[config.mk]
export PLATFORM = sky130hd
export DESIGN_NAME = return_addr_stack
export DESIGN_NICKNAME = d
export VERILOG_FILES = /design/src/rtl/return_addr_stack.sv
export SDC_FILE = /design/constraint.sdc
export NUM_CORES = 1
export LEC_CHECK = 0
export ABC_AREA = 1
export CORE_MARGIN = 3
export CORE_UTILIZATION = 37
export CTS_CLUSTER_SIZE = 25
export DETAILED_ROUTE_END_ITERATION = 7
export PLACE_DENSITY_LB_ADDON = 0.05
export SLEW_MARGIN = 20
export SYNTH_ARGS = -nofsm -noshare
export SYNTH_HDL_FRONTEND = slang
export SYNTH_SLANG_ARGS = --single-unit
[constraint.sdc]
create_clock -name clk_i -period 2.3 [get_ports clk_i]
set_input_delay 0.575 -clock clk_i [delete_from_list [all_inputs] [get_ports clk_i]]
set_output_delay 0.575 -clock clk_i [all_outputs]
set_load 0.02 [all_outputs]
[src/rtl/return_addr_stack.sv]
// Return address stack for the fetch-stage branch predictor.
// A call pushes its link address (pc + 2 or pc + 4). A return pops the stack
// and supplies the predicted target to the next-PC mux in the same cycle.
// The storage is a circular buffer, so a push into a full stack overwrites
// the oldest entry.
//
// Optional feature: define RAS_CHECKPOINT_EN to add ckpt_save_i. A flush then
// restores a saved {tos_ptr, count} snapshot instead of emptying the stack.
//
// Handshake: there is no backpressure. A call or return is accepted in every
// cycle where valid_i = 1 and flush_i = 0. pred_valid_o is a qualifier, not a
// handshake. It is high only while a return is being accepted and the stack
// is non-empty.
module return_addr_stack #(
    parameter  int DEPTH = 8,
    parameter  int XLEN  = 32,
    localparam int PTR_W = $clog2(DEPTH)
) (
    input  logic             clk_i,
    input  logic             rst_ni,
    input  logic             valid_i,
    input  logic [XLEN-1:0]  pc_i,
    input  logic             is_compressed_i,
    input  logic             call_i,
    input  logic             return_i,
    input  logic             flush_i,
`ifdef RAS_CHECKPOINT_EN
    input  logic             ckpt_save_i,
`endif
    output logic             pred_valid_o,
    output logic [XLEN-1:0]  pred_target_o,
    output logic [PTR_W:0]   count_o,
    output logic             overflow_o
);

    localparam logic [PTR_W-1:0] TOS_RST = PTR_W'(DEPTH - 1);
    localparam logic [PTR_W:0]   FULL    = (PTR_W + 1)'(DEPTH);

    logic [PTR_W-1:0] tos_q, tos_d;
    logic [PTR_W:0]   count_q, count_d;
    logic             overflow_q, overflow_d;
    logic [XLEN-1:0]  entries_q [DEPTH];
    logic [XLEN-1:0]  entries_d [DEPTH];

    logic             do_push;
    logic             do_pop;
    logic [XLEN-1:0]  link;
    logic [PTR_W-1:0] tos_inc;
    logic [PTR_W-1:0] tos_dec;

`ifdef RAS_CHECKPOINT_EN
    logic [PTR_W-1:0] snap_tos_q, snap_tos_d;
    logic [PTR_W:0]   snap_count_q, snap_count_d;
`endif

    // A flush drops any call or return seen in the same cycle.
    always_comb begin
        do_push = valid_i & call_i & ~flush_i;
        do_pop  = valid_i & return_i & ~flush_i;
        link    = pc_i + (is_compressed_i ? XLEN'(2) : XLEN'(4));
        tos_inc = tos_q + PTR_W'(1);
        tos_dec = tos_q - PTR_W'(1);
    end

    // The top of stack is always visible, so the next-PC mux may sample it speculatively.
    always_comb begin
        pred_target_o = entries_q[tos_q];
        pred_valid_o  = do_pop & (count_q != '0);
        count_o       = count_q;
        overflow_o    = overflow_q;
    end

    // Next-state logic for pointer, count, entries and the overflow pulse.
    always_comb begin
        tos_d      = tos_q;
        count_d    = count_q;
        overflow_d = 1'b0;
        entries_d  = entries_q;
`ifdef RAS_CHECKPOINT_EN
        snap_tos_d   = snap_tos_q;
        snap_count_d = snap_count_q;
`endif
        if (flush_i) begin
`ifdef RAS_CHECKPOINT_EN
            tos_d   = snap_tos_q;
            count_d = snap_count_q;
`else
            tos_d   = TOS_RST;
            count_d = '0;
`endif
        end else if (do_push && do_pop) begin
            // A call and a return together (e.g. jalr x1,0(x1)) replace the top in place.
            if (count_q == '0) begin
                tos_d              = tos_inc;
                count_d            = (PTR_W + 1)'(1);
                entries_d[tos_inc] = link;
            end else begin
                entries_d[tos_q] = link;
            end
        end else if (do_push) begin
            tos_d              = tos_inc;
            entries_d[tos_inc] = link;
            if (count_q == FULL) begin
                overflow_d = 1'b1;
            end else begin
                count_d = count_q + (PTR_W + 1)'(1);
            end
        end else if (do_pop) begin
            if (count_q != '0) begin
                tos_d   = tos_dec;
                count_d = count_q - (PTR_W + 1)'(1);
            end
        end
`ifdef RAS_CHECKPOINT_EN
        // The snapshot takes the state after this cycle's push or pop. A restore wins over a save.
        if (ckpt_save_i && !flush_i) begin
            snap_tos_d   = tos_d;
            snap_count_d = count_d;
        end
`endif
    end

    // State registers with asynchronous active-low reset.
    always_ff @(posedge clk_i or negedge rst_ni) begin
        if (!rst_ni) begin
            tos_q      <= TOS_RST;
            count_q    <= '0;
            overflow_q <= 1'b0;
            for (int i = 0; i < DEPTH; i++) begin
                entries_q[i] <= '0;
            end
        end else begin
            tos_q      <= tos_d;
            count_q    <= count_d;
            overflow_q <= overflow_d;
            for (int i = 0; i < DEPTH; i++) begin
                entries_q[i] <= entries_d[i];
            end
        end
    end

`ifdef RAS_CHECKPOINT_EN
    // Checkpoint registers; reset to the empty-stack state.
    always_ff @(posedge clk_i or negedge rst_ni) begin
        if (!rst_ni) begin
            snap_tos_q   <= TOS_RST;
            snap_count_q <= '0;
        end else begin
            snap_tos_q   <= snap_tos_d;
            snap_count_q <= snap_count_d;
        end
    end
`endif

endmodule
# --- Yosys cells after proc, flatten, opt, wreduce, memory -nomap -nowiden ---
# Cells that the tools add are included.
word_totals:
  ff_bits: 264
  input_bits: 39
classes:
  n_addsub: 5
  n_lt_le_gt_ge: 4
  n_eq_ne: 3
  mux: 30
  bitwise: 8
  reduce_logical: 11
op_table:
  columns: ["operator", "count"]
  rows:
  - ["$mux 256", 3]
  - ["$bwmux 256", 2]
  - ["$demux 32 s3", 2]
  - ["$mux 32", 4]
  - ["$bmux 32 s3", 1]
  - ["$add 32x3->32", 1]
  - ["$mux 4", 7]
  - ["$mux 3", 7]
  - ["$reduce_bool 4->1", 3]
  - ["$ge 4x4->1 const B", 2]
  - ["$lt 4x1->1 const B", 2]
  - ["$not 3->4", 2]
  - ["$and 1x1->1", 5]
  - ["$add 4x1->4 const B", 1]
  - ["$eq 4x4->1 const B", 1]
  - ["$logic_not 4->1", 1]
  - ["$mux 1", 4]
  - ["$ne 4x4->1 const B", 1]
  - ["$reduce_and 4->1", 1]
  - ["$sub 4x1->4 const B", 1]
  - ["$add 3x1->3 const B", 1]
  - ["$logic_and 1x1->1", 3]
  - ["$ne 3x2->1 const B", 1]
  - ["$reduce_and 3->1", 1]
  - ["4 further kinds", 4]

# --- Depth between registers and ports, before layout ---
depth:
  depth_word: 9
  depth_mapped: 13
  ltp_nobuf: 11

# --- Worst setup path before layout ---
# OpenSTA, ideal clock, no wires.
synth_path:
  path_type: "flip-flop to flip-flop"
  start: "register tos_q[0]"
  end: "register entries_q[124] (netlist name)"
  setup_time_ps: 119
  arrival_ps: 2225
  required_ps: 2181
  setup_slack_ps: -44
  path_stages_with_launch: 12
  n_path_buf: 3
  period_less_slack_ps: 2344
  cell_sequence: "dfstp_2 inv_2 clkbuf_1 clkbuf_1 ha_1 inv_1 nand4_1 nand2_1 nand3_1 clkbuf_1 nand2_1 nand2_1"
synth_between:
  elab_chain_len: 9
synth_lines:
  columns: ["element", "line_no", "rtl"]
  rows:
  - ["start, declared", "39", "logic [PTR_W-1:0] tos_q, tos_d;"]
  - ["start signal, assigned", "133", "tos_q <= tos_d;"]
  - ["$add 3x1->3", "61", "tos_inc = tos_q + PTR_W'(1);"]
  - ["$not 3->4 (not written as such)", "96, 102", null]
  - ["$ge 4x4->1 (not written as such) or $lt 4x1->1 (tied branches)", "96, 102", null]
  - ["$logic_and 1x1->1 (not written as such)", "96, 102", null]
  - ["$mux 32 (not written as such)", "96, 102", null]
  - ["$demux 32 s3", "96, 102", null]
  - ["$bwmux 256", "96, 102", null]
  - ["$mux 256 (on tied branches)", "100, 93", null]
  - ["$mux 256 *", "91", "end else if (do_push && do_pop) begin"]
  - ["end signal, assigned by index", "137", "entries_q[i] <= entries_d[i];"]
  - ["end, declared", "42", "logic [XLEN-1:0] entries_q [DEPTH];"]
# Every way passes the cells marked *; elsewhere a longest branch is shown, timed or not. The select of a mux whose other input is x is not followed.
# A chain may end at the register's enable or synchronous reset.

# --- Worst setup path after layout ---
layout_path:
  start: "register tos_q[2]"
  end: "output port pred_target_o[19]"
layout_between:
  elab_chain_len: 4
layout_lines:
  columns: ["element", "line_no", "rtl"]
  rows:
  - ["$not 3->4 (not written as such)", "67", "pred_target_o = entries_q[tos_q];"]
  - ["$bmux 32 s3", "67", null]
  - ["$mux 32 (not written as such) (2 in series)", "67", null]
  - ["end, declared", "31", "output logic [XLEN-1:0] pred_target_o,"]
# No other way between the ends. The select of a mux whose other input is x is not followed.

==> run_results.csv <==
group,metric,value,unit
outcome,violations,"setup timing",
final_layout,final-seq-area,6610,um^2
final_layout,fin_nets,2041,
worst_setup_path,worstPathArrival,2.32,ns
placement,place_area,16100,um^2
worst_setup_path,timing.rr.end,"entries_q[67]",
timing,fin_crit,2.90,ns
worst_setup_path,worstSetupEndpointType,"output pin",
pwr,leakagePower,9.10,nW
worst_setup_path,r2r_cells,12,
route,vias,12800,
pwr,irDropWorstVdd,0.000745,V
global_routing,antenna_found_initial,0,
worst_hold_path,hp-class,"reg -> reg",
clock_tree,root_buffer,"clkbuf_16",
route,drc,0,
final_layout,antenna_cells,0,
clock_tree,cts_made_buffers,31,
route,drt-vias-per-instance,5.17,
floorplanning,dieHeight,194,um
final_layout,fin_cells,2470,
outcome,outcome,"finished, violations left",
timing,hold_viol_final,0,
final_layout,final_area,18200,um^2
worst_setup_path,reg2reg_slack,-0.02,ns
yosys,ys_async_sr_fraction,1.00,
placement,port-buffer-count,76,
route,wirelength,50800,um
yosys,ys_ff_latch,264,
timing,slew_violations,0,
yosys,netlist-cell-type-count,33,
yosys,synth_area,13000,um^2
worst_hold_path,hold_path_end,"entries_q[195]",
floorplanning,die_w,194,um
placement,dp.cells,2378,
worst_setup_path,crit_fanout,11,
route,drt-pass1-iter-count,5,
clock_tree,cts_sinks,264,
yosys,postSynthAreaPerCell,7.55,um^2
floorplanning,start_util,0.376,
timing,skew,0.0203,ns
yosys,ys.flop_type,"dfrtp_1",
final_layout,drive_above_1_share,0.210,
timing,period_share,1.26,
worst_setup_path,cp-startpoint,"tos_q[2]",
worst_hold_path,hold_depth,2,
global_routing,grt_use_total,0.257,
worst_setup_path,cp_data_required_time,1.73,ns
placement,hpwl,31300,um
global_routing,grt_pass1_vias,12400,
global_routing,grt_max_degree,58,
route,drt_iter0_markers,1142,
global_routing,grt_pass1_wl,75400,um
flow_run,maxCapViolations,0,
worst_setup_path,r2r_start,"tos_q[0]",
placement,gp_congestion,0.865,
pwr,p_per_area,1190,nW/um^2
route,wl_per_cell,20.6,um
global_routing,overflow,0,
final_layout,multiInputGateArea,5990,um^2
clock_tree,h-tree-depth,1,
floorplanning,dieArea,37500,um^2
yosys,synth_edf_count,0,
clock_tree,clk_latency,0.58,ns
yosys,yosysSeqAreaShare,0.508,
clock_tree,cts.clk_slew.worst_paths,0.07,ns
timing,setup_viol,42,
worst_hold_path,holdCritStartpoint,"entries_q[195]",
final_layout,fillers,3311,
timing,rsz0062_at_grt,"yes",
timing,fmaxAchievable,345,MHz
timing,timing.final.ws_setup,-0.599,ns
yosys,yosysWarnings,0,
yosys,synth_cells,1724,
route,ant_nets,0,
clock_tree,clk_path_buf_depth,3,
floorplanning,coreArea,34600,um^2
floorplanning,num_rows,68,
pwr,p_total,21.7,mW
final_layout,area_delta_synth_final,40.0,%
yosys,synthesis.nets,1771,
worst_setup_path,startpoint_type,"flop",
floorplanning,ios,77,
timing,maxSlewHeadroom,0.732,
timing,tightest_slew,0.399,ns
worst_setup_path,crit_type,"reg -> out",
clock_tree,cts_tree,"done",
[metal layers]
layer,wire [um],track usage,vias to the layer above
met4,1330,0.0675,0
li1,-,-,6079
met3,3160,0.0334,77
met1,23800,0.380,6205
met2,22500,0.401,415
met5,0,0,-
[cells by family after synthesis]
logic type                 Yosys count  share of synthesized area
adders and majority gates            8                    0.00884
AOI/OAI and AO/OA                  184                     0.0810
xor gates and xnor gates            12                    0.00807
DFF                                264                      0.508
and+or+nand+nor                   1060                      0.333
buffers and inverters              196                     0.0611
[critical path, cell delays in order (launching register included)]
cell	delay, ns
dfstp_2	0.66
nand3_2	0.19
buf_12	0.20
o22ai_2	0.14
nor2_1	0.07
nand4_1	0.26
buf_4	0.21
[worst max-delay path by stage]
| stage | cells after the start | endpoint | slack (ns) |
|---|---|---|---|
| 2_1_floorplan | 13 | entries_q[91] | 0.02 |
| 6_report | 6 | pred_target_o[19] | -0.60 |
| 5_1_grt | 7 | pred_target_o[16] | -0.65 |
| 3_5_place_dp | 7 | pred_target_o[24] | -0.57 |
| 4_1_cts | 7 | pred_target_o[19] | -0.56 |
| 3_3_place_gp | 7 | pred_target_o[24] | -0.51 |
[sequential cells by signal, indices dropped and copies added (netlist names)]
| register | flops |
|---|---|
| count_o | 4 |
| entries_q | 256 |
| overflow_o | 1 |
| tos_q | 3 |
[final cells by class]
cell class                 instances  area share
clock inverter                    11     0.00817
tap                              455      0.0312
inverter                         123      0.0272
clock buffer                      43      0.0489
timing repair buffer             310       0.193
multi-input combinational       1264       0.329
sequential                       264       0.363
[Yosys cell counts, types with 2 or more instances]
cell | count | share of area
fa_1 | 2 | 0.0031
clkbuf_1 | 27 | 0.0078
xor2_1 | 9 | 0.0061
buf_4 | 4 | 0.0023
o22ai_1 | 24 | 0.012
nand3_2 | 3 | 0.0023
xnor2_1 | 3 | 0.0020
nor3_1 | 2 | 0.00077
dfrtp_1 | 261 | 0.50
nor2_4 | 4 | 0.0035
nor2_1 | 108 | 0.031
nand2_1 | 763 | 0.22
dfstp_2 | 3 | 0.0061
o21ai_1 | 37 | 0.014
o2bb2ai_1 | 3 | 0.0020
nand3b_1 | 5 | 0.0029
nor2_2 | 5 | 0.0024
buf_1 | 6 | 0.0017
nand4_1 | 48 | 0.023
inv_2 | 13 | 0.0037
inv_1 | 109 | 0.031
a22oi_1 | 30 | 0.017
a21oi_1 | 12 | 0.0046
nand3_1 | 120 | 0.046
buf_2 | 36 | 0.014
ha_1 | 6 | 0.0058
o21ai_0 | 75 | 0.029
[through the flow]
step	setup slack [ns]	hold slack, ns	utilization	TNS [ns]
6_report	-0.599	0.471	0.526	-16.05
4_1_cts	-0.561	0.464	0.511	-15.49
3_5_place_dp	-0.566	0.459	0.466	-95.90
5_1_grt	-0.650	0.488	0.526	-21.79
3_3_place_gp	-0.507	0.455	0.466	-85.98
2_1_floorplan	0.0225	0.279	-	0
[repair_timing]
action,in CTS,in global routing
hold buffers,1,0
pin swaps,28,32
gates resized for setup,237,78
cloned,5,9
setup buffers,14,11
hold endpoints to repair,28,0
endpoints found under the setup margin,36,162
[power by group]
group          switching, mW  internal (mW)
registers               1.17           6.77
clock network           2.05           3.03
logic                   4.88           3.77
total                   8.11           13.6
[cell usage in the layout (no fill, tap or decap), types with 6 or more instances in the layout]
| cell | count |
|---|---|
| nand2_1 | 739 |
| dfrtp_1 | 260 |
| buf_4 | 155 |
| nand3_1 | 110 |
| inv_1 | 108 |
| nor2_1 | 95 |
| o21ai_0 | 70 |
| buf_12 | 57 |
| nand4_1 | 48 |
| clkdlybuf4s50_1 | 42 |
| o21ai_1 | 39 |
| clkbuf_16 | 39 |
| buf_6 | 36 |
| nand2_2 | 22 |
| a22oi_1 | 20 |
| o22ai_1 | 18 |
| nor2_2 | 12 |
| nor2_4 | 10 |
| a22oi_2 | 10 |
| a21oi_1 | 9 |
| nand3_2 | 9 |
| xor2_1 | 9 |
| inv_2 | 8 |
| clkbuf_8 | 7 |
| clkinv_2 | 6 |
Note: power is estimated with default switching activity, not from simulation.
